<file path="src/rtl/caliptra_fpga_sync_pkg.sv">
// Shared types and constants for the two-requester AXI4-Lite register arbiter.
package caliptra_fpga_sync_pkg;

    localparam int ADDR_W = 32;
    localparam int DATA_W = 64;
    localparam int STRB_W = DATA_W / 8;

    localparam logic [1:0] RESP_OKAY   = 2'b00;
    localparam logic [1:0] RESP_SLVERR = 2'b10;

    typedef enum logic [2:0] {
        IDLE,
        AR,
        R,
        AW_W,
        B,
        ACK
    } state_e;

    // Anything other than OKAY (EXOKAY and DECERR included) is reported as an error.
    function automatic logic resp_is_err(input logic [1:0] resp);
        logic is_err;
        unique case (resp)
            RESP_OKAY:   is_err = 1'b0;
            RESP_SLVERR: is_err = 1'b1;
            default:     is_err = 1'b1;
        endcase
        return is_err;
    endfunction

endpackage

</file>
<file path="src/rtl/caliptra_fpga_sync_rr_arb.sv">
// Two-way round-robin grant: on a tie the requester not granted last wins.
module caliptra_fpga_sync_rr_arb (
    input  logic       clk_i,
    input  logic       rst_ni,
    input  logic [1:0] req_i,
    input  logic       update_i,
    output logic [1:0] grant_o
);

    // prio_q high means requester 1 wins the next tie.
    logic prio_q;
    logic prio_d;

    always_comb begin
        grant_o = req_i;
        if (req_i == 2'b11) begin
            grant_o = prio_q ? 2'b10 : 2'b01;
        end
        prio_d = prio_q;
        if (update_i && (|req_i)) begin
            prio_d = grant_o[0];
        end
    end

    always_ff @(posedge clk_i or negedge rst_ni) begin
        if (!rst_ni) begin
            prio_q <= 1'b0;
        end else begin
            prio_q <= prio_d;
        end
    end

endmodule

</file>
<file path="src/rtl/caliptra_fpga_sync_reg_arb.sv">
// Serialises two register requesters onto one AXI4-Lite master, one transaction at a time.
module caliptra_fpga_sync_reg_arb
    import caliptra_fpga_sync_pkg::*;
#(
    parameter int N_REQ = 2
) (
    input  logic                      aclk,
    input  logic                      rstn,
    input  logic [N_REQ-1:0]          req,
    input  logic [N_REQ-1:0]          we,
    input  logic [N_REQ*ADDR_W-1:0]   addr,
    input  logic [N_REQ*DATA_W-1:0]   wdata,
    input  logic [N_REQ*STRB_W-1:0]   wstrb,
    output logic [N_REQ-1:0]          ack,
    output logic [DATA_W-1:0]         rdata,
    output logic                      err,
    output logic                      m_arvalid,
    output logic [ADDR_W-1:0]         m_araddr,
    output logic [2:0]                m_arprot,
    input  logic                      m_arready,
    output logic                      m_rready,
    input  logic                      m_rvalid,
    input  logic [DATA_W-1:0]         m_rdata,
    input  logic [1:0]                m_rresp,
    output logic                      m_awvalid,
    output logic [ADDR_W-1:0]         m_awaddr,
    output logic [2:0]                m_awprot,
    input  logic                      m_awready,
    output logic                      m_wvalid,
    output logic [DATA_W-1:0]         m_wdata,
    output logic [STRB_W-1:0]         m_wstrb,
    input  logic                      m_wready,
    output logic                      m_bready,
    input  logic                      m_bvalid,
    input  logic [1:0]                m_bresp
);

    state_e             state_q, state_d;
    logic [N_REQ-1:0]   grant_q, grant_d;
    logic [ADDR_W-1:0]  addr_q, addr_d;
    logic [DATA_W-1:0]  wdata_q, wdata_d;
    logic [STRB_W-1:0]  wstrb_q, wstrb_d;
    logic               arvalid_q, arvalid_d;
    logic               rready_q, rready_d;
    logic               awvalid_q, awvalid_d;
    logic               wvalid_q, wvalid_d;
    logic               bready_q, bready_d;
    logic [N_REQ-1:0]   ack_q, ack_d;
    logic [DATA_W-1:0]  rdata_q, rdata_d;
    logic               err_q, err_d;

    logic [N_REQ-1:0]   arb_grant;
    logic               arb_update;
    logic               sel;
    logic               aw_done;
    logic               w_done;

    caliptra_fpga_sync_rr_arb u_rr_arb (
        .clk_i    (aclk),
        .rst_ni   (rstn),
        .req_i    (req),
        .update_i (arb_update),
        .grant_o  (arb_grant)
    );

    assign sel     = arb_grant[1];
    assign aw_done = !awvalid_q || m_awready;
    assign w_done  = !wvalid_q || m_wready;

    always_comb begin
        state_d    = state_q;
        grant_d    = grant_q;
        addr_d     = addr_q;
        wdata_d    = wdata_q;
        wstrb_d    = wstrb_q;
        arvalid_d  = arvalid_q;
        rready_d   = rready_q;
        awvalid_d  = awvalid_q;
        wvalid_d   = wvalid_q;
        bready_d   = bready_q;
        ack_d      = '0;
        rdata_d    = rdata_q;
        err_d      = err_q;
        arb_update = 1'b0;

        unique case (state_q)
            IDLE: begin
                if (|req) begin
                    arb_update = 1'b1;
                    grant_d    = arb_grant;
                    addr_d     = sel ? addr[2*ADDR_W-1:ADDR_W]  : addr[ADDR_W-1:0];
                    wdata_d    = sel ? wdata[2*DATA_W-1:DATA_W] : wdata[DATA_W-1:0];
                    wstrb_d    = sel ? wstrb[2*STRB_W-1:STRB_W] : wstrb[STRB_W-1:0];
                    if (we[sel]) begin
                        awvalid_d = 1'b1;
                        wvalid_d  = 1'b1;
                        state_d   = AW_W;
                    end else begin
                        arvalid_d = 1'b1;
                        state_d   = AR;
                    end
                end
            end
            AR: begin
                if (m_arready) begin
                    arvalid_d = 1'b0;
                    rready_d  = 1'b1;
                    state_d   = R;
                end
            end
            R: begin
                if (m_rvalid) begin
                    rready_d = 1'b0;
                    rdata_d  = m_rdata;
                    err_d    = resp_is_err(m_rresp);
                    ack_d    = grant_q;
                    state_d  = ACK;
                end
            end
            AW_W: begin
                // Address and data channels retire independently; B waits for both.
                if (awvalid_q && m_awready) begin
                    awvalid_d = 1'b0;
                end
                if (wvalid_q && m_wready) begin
                    wvalid_d = 1'b0;
                end
                if (aw_done && w_done) begin
                    bready_d = 1'b1;
                    state_d  = B;
                end
            end
            B: begin
                if (m_bvalid) begin
                    bready_d = 1'b0;
                    rdata_d  = '0;
                    err_d    = resp_is_err(m_bresp);
                    ack_d    = grant_q;
                    state_d  = ACK;
                end
            end
            ACK: begin
                state_d = IDLE;
            end
            default: begin
                state_d = IDLE;
            end
        endcase
    end

    always_ff @(posedge aclk or negedge rstn) begin
        if (!rstn) begin
            state_q   <= IDLE;
            grant_q   <= '0;
            addr_q    <= '0;
            wdata_q   <= '0;
            wstrb_q   <= '0;
            arvalid_q <= 1'b0;
            rready_q  <= 1'b0;
            awvalid_q <= 1'b0;
            wvalid_q  <= 1'b0;
            bready_q  <= 1'b0;
            ack_q     <= '0;
            rdata_q   <= '0;
            err_q     <= 1'b0;
        end else begin
            state_q   <= state_d;
            grant_q   <= grant_d;
            addr_q    <= addr_d;
            wdata_q   <= wdata_d;
            wstrb_q   <= wstrb_d;
            arvalid_q <= arvalid_d;
            rready_q  <= rready_d;
            awvalid_q <= awvalid_d;
            wvalid_q  <= wvalid_d;
            bready_q  <= bready_d;
            ack_q     <= ack_d;
            rdata_q   <= rdata_d;
            err_q     <= err_d;
        end
    end

    assign ack       = ack_q;
    assign rdata     = rdata_q;
    assign err       = err_q;
    assign m_arvalid = arvalid_q;
    assign m_araddr  = addr_q;
    assign m_arprot  = 3'b000;
    assign m_rready  = rready_q;
    assign m_awvalid = awvalid_q;
    assign m_awaddr  = addr_q;
    assign m_awprot  = 3'b000;
    assign m_wvalid  = wvalid_q;
    assign m_wdata   = wdata_q;
    assign m_wstrb   = wstrb_q;
    assign m_bready  = bready_q;

endmodule

</file>
<file path="config.mk">
export PLATFORM = sky130hd
export DESIGN_NAME = caliptra_fpga_sync_reg_arb
export DESIGN_NICKNAME = d
export VERILOG_FILES = /design/src/rtl/caliptra_fpga_sync_pkg.sv /design/src/rtl/caliptra_fpga_sync_rr_arb.sv /design/src/rtl/caliptra_fpga_sync_reg_arb.sv
export SDC_FILE = /design/constraint.sdc
export NUM_CORES = 1
export LEC_CHECK = 0
export CAP_MARGIN = 20
export CORE_AREA = 2 2 192 194
export DETAILED_ROUTE_END_ITERATION = 12
export DIE_AREA = 0 0 194 196
export SETUP_SLACK_MARGIN = 0.15
export SYNTH_ARGS = -nofsm -noshare
export SYNTH_HDL_FRONTEND = slang
export SYNTH_SLANG_ARGS = --single-unit
</file>
<file path="constraint.sdc">
create_clock -name aclk -period 3.8 [get_ports aclk]
set_input_delay 0.57 -clock aclk [delete_from_list [all_inputs] [get_ports aclk]]
set_output_delay 0.57 -clock aclk [all_outputs]
set_load 0.01 [all_outputs]
</file>
==> impl_metrics.yaml <==
job:
  drv_cap: 0
min_path:
  hp-class: "input port to async pin"
worst_setup_path:
  crit_chain: "clkdlybuf4s50_1, inv_1, o21ai_4, buf_12, buf_12, mux2i_1, o21ai_0"
  critPathArrivalTime_ps: 2520
  cp-end-kind: "flip-flop"
  startpoint_type: "input port"
  worstPathRequired_ps: 4110
  rrSetupSlack_ps: 1620
  crit_path_max_fanout: 48
  crit_buf_inv: 4
  crit_slowest_cell: "clkdlybuf4s50_1"
  path_delay_family: "buffers and inverters"
  max_stage_delay_ps: 620
  path_class: "input port to flip-flop"
  crit_top_cell: "buf_12"
synth:
  ys_seq_area_share_pct: 54.14
  ys_ff_latch: 181
  synth_ff_type: "dfrtp_1"
  netlist.area_leader.share_pct: 54.14
  ys_warn_count: 0
  ys_async_sr_fraction_pct: 100.0
  yosys.area.top_type: "dfrtp_1"
  synth.top_cells.by_area: "dfrtp_1 54%, mux2i_1 13%, nand2_1 11%"
  synth_cell_types: 35
  syn_area_mm2: 0.008366
  avgSynthCellArea_um2: 9.971
  synthCells: 839
  synth_edf_count: 0
cts:
  post-cts-setup-buffers: 0
  clk_path_buf_depth: 2
  clk_pin_slew_ps: 70
  cts_tree: "built"
  cts-root-buf: "clkbuf_16"
  cts_resized: 0
  hold_buffers: 0
  clock-sinks: 181
  cts_inserted_buffers: 17
  h-tree-depth: 4
  insertion_delay_ps: 440
timing:
  worst_slew_pin_slew_ps: 869.9
  final.setup.tns_ps: 0
  relSlewSlack_pct: 42.01
  finalClockSkew_ps: 11.00
  period_needed_ps: 2213
  drv_slew: 0
  fin_crit_sh_pct: 58.22
  hold_viol: 0
  fmax_mhz: 452.0
  rsz0062_at_grt: "false"
  finalSetupViolCount: 0
final_layout:
  fin_cells: 1760
  multi_input_area_mm2: 0.003098
  mostFrequentLayoutCell: "clkdlybuf4s50_1"
  layout-drive-gt1-share_pct: 4.031
  regArea_mm2: 0.004529
  layout_common_cells: "493 x clkdlybuf4s50_1, 236 x nand2_1, 181 x dfrtp_1"
  n_fill_cell: 3605
  layout.nets: 1564
  fin_area_mm2: 0.01400
  syn2layout_area_growth_pct: 67.33
power:
  vdd_drop_max_mv: 0.3565
  p_leak_uw: 0.006335
  powerDensity_mw_per_mm2: 728.4
global_route:
  grtUsageTotal_pct: 15.20
  grt_pass1_vias: 7372
  overflow: 0
  antenna_found_initial: 2
  grt_pass1_wl_um: 44590
  grt_max_degree: 107
place:
  post-dp-hpwl_um: 22680
  globalplace.congestion: 0.8230
  placed_cells: 1726
  io_buffers: 494
  placed_area_mm2: 0.01338
drt:
  firstDrtPassIters: 4
  ant_nets: 0
  routed_wl_um: 29380
  post-route-drc-count: 0
  routed_via_density: 4.186
  drt-initial-drc-count: 223
  wl_per_cell_um: 16.70
  vias: 7367
floorplan:
  pin_count: 501
  start_util_pct: 23.18
  coreArea_mm2: 0.03608
  num_rows: 70
  die_w_um: 194
  die_area_mm2: 0.03802
  die_h_um: 196
status:
  status: "complete, no violations"
[power breakdown]
group	leakage, µW	internal (µW)	total, µW	switching (µW)
Clock	0.000292	1080	1890	811
Sequential	0.00226	2830	3390	563
Combinational	0.00379	2640	4920	2270
[per-layer routing]
metal / GRT usage (%) / share of wire, %
met1: 18.23 / 41
met2: 25.77 / 50
met3: 5.484 / 7.6
met4: 4.068 / 1.0
met5: 0 / 0
[kinds of logic after synthesis]
logic type | Yosys count | synth area share [%]
multiplexers | 105 | 12.56
AO/OA/AOI/OAI | 193 | 12.08
other | 1 | 0.04483
flip-flops | 181 | 54.14
buffers and inverters | 105 | 9.363
AND/OR/NAND/NOR | 254 | 11.80
[through the flow]
step                      total power [µW]  setup WS (ps)  utilization (%)  hold WS, ps
after detailed placement              8437           1112            37.08        469.1
after floorplan                       5789           2269                -        274.4
after global routing                 10940           1358            38.79        264.5
after CTS                            10380           1558            38.78        242.1
final                                10200           1587            38.79        200.6
after global placement                8355           1146            37.08        459.3
[flip-flops by register name, summed over array words and instances, names as in the netlist]
| register | count |
|---|---|
| m_awvalid | 1 |
| ack | 2 |
| m_arvalid | 1 |
| m_araddr | 32 |
| state_q | 3 |
| m_wstrb | 8 |
| m_wdata | 64 |
| grant_q | 2 |
| rdata | 64 |
| err | 1 |
| m_bready | 1 |
| m_rready | 1 |
| m_wvalid | 1 |
[worst register-to-register path, stage by stage, from the launching register on]
cell and delay [ps]:
dfrtp_1 650, or3b_2 690, buf_4 470, nand2_1 140, o21ai_0 150
[layout make-up]
class | count | area share (%)
Clock buffer | 22 | 3.316
Timing Repair Buffer | 511 | 36.71
Antenna cell | 2 | 0.03575
Tap cell | 468 | 4.183
Inverter | 8 | 0.2145
Clock inverter | 10 | 1.055
Multi-Input combinational cell | 558 | 22.13
Sequential cell | 181 | 32.36
[synthesized netlist by cell type, types with 3 or more instances]
master / number
clkbuf_1: 17
buf_12: 4
inv_1: 8
buf_2: 13
buf_4: 44
nor2_1: 7
dfrtp_1: 181
mux2i_1: 105
o22ai_1: 4
nand2_1: 236
o21ai_0: 63
o21ai_1: 109
buf_6: 16
a21oi_1: 3
[final timing paths]
check	depth (start not counted)	start	end
max	7	req[0]	m_wdata[19]
min	1	rstn	rdata[4]
max reg2reg	4	state_q[0]	rdata[45]
min reg2reg	2	rdata[18]	rdata[18]
max in group asynchronous	2	rstn	rdata[36]
min in group aclk	2	rdata[18]	rdata[18]
Note: power is estimated with default switching activity, not from simulation.
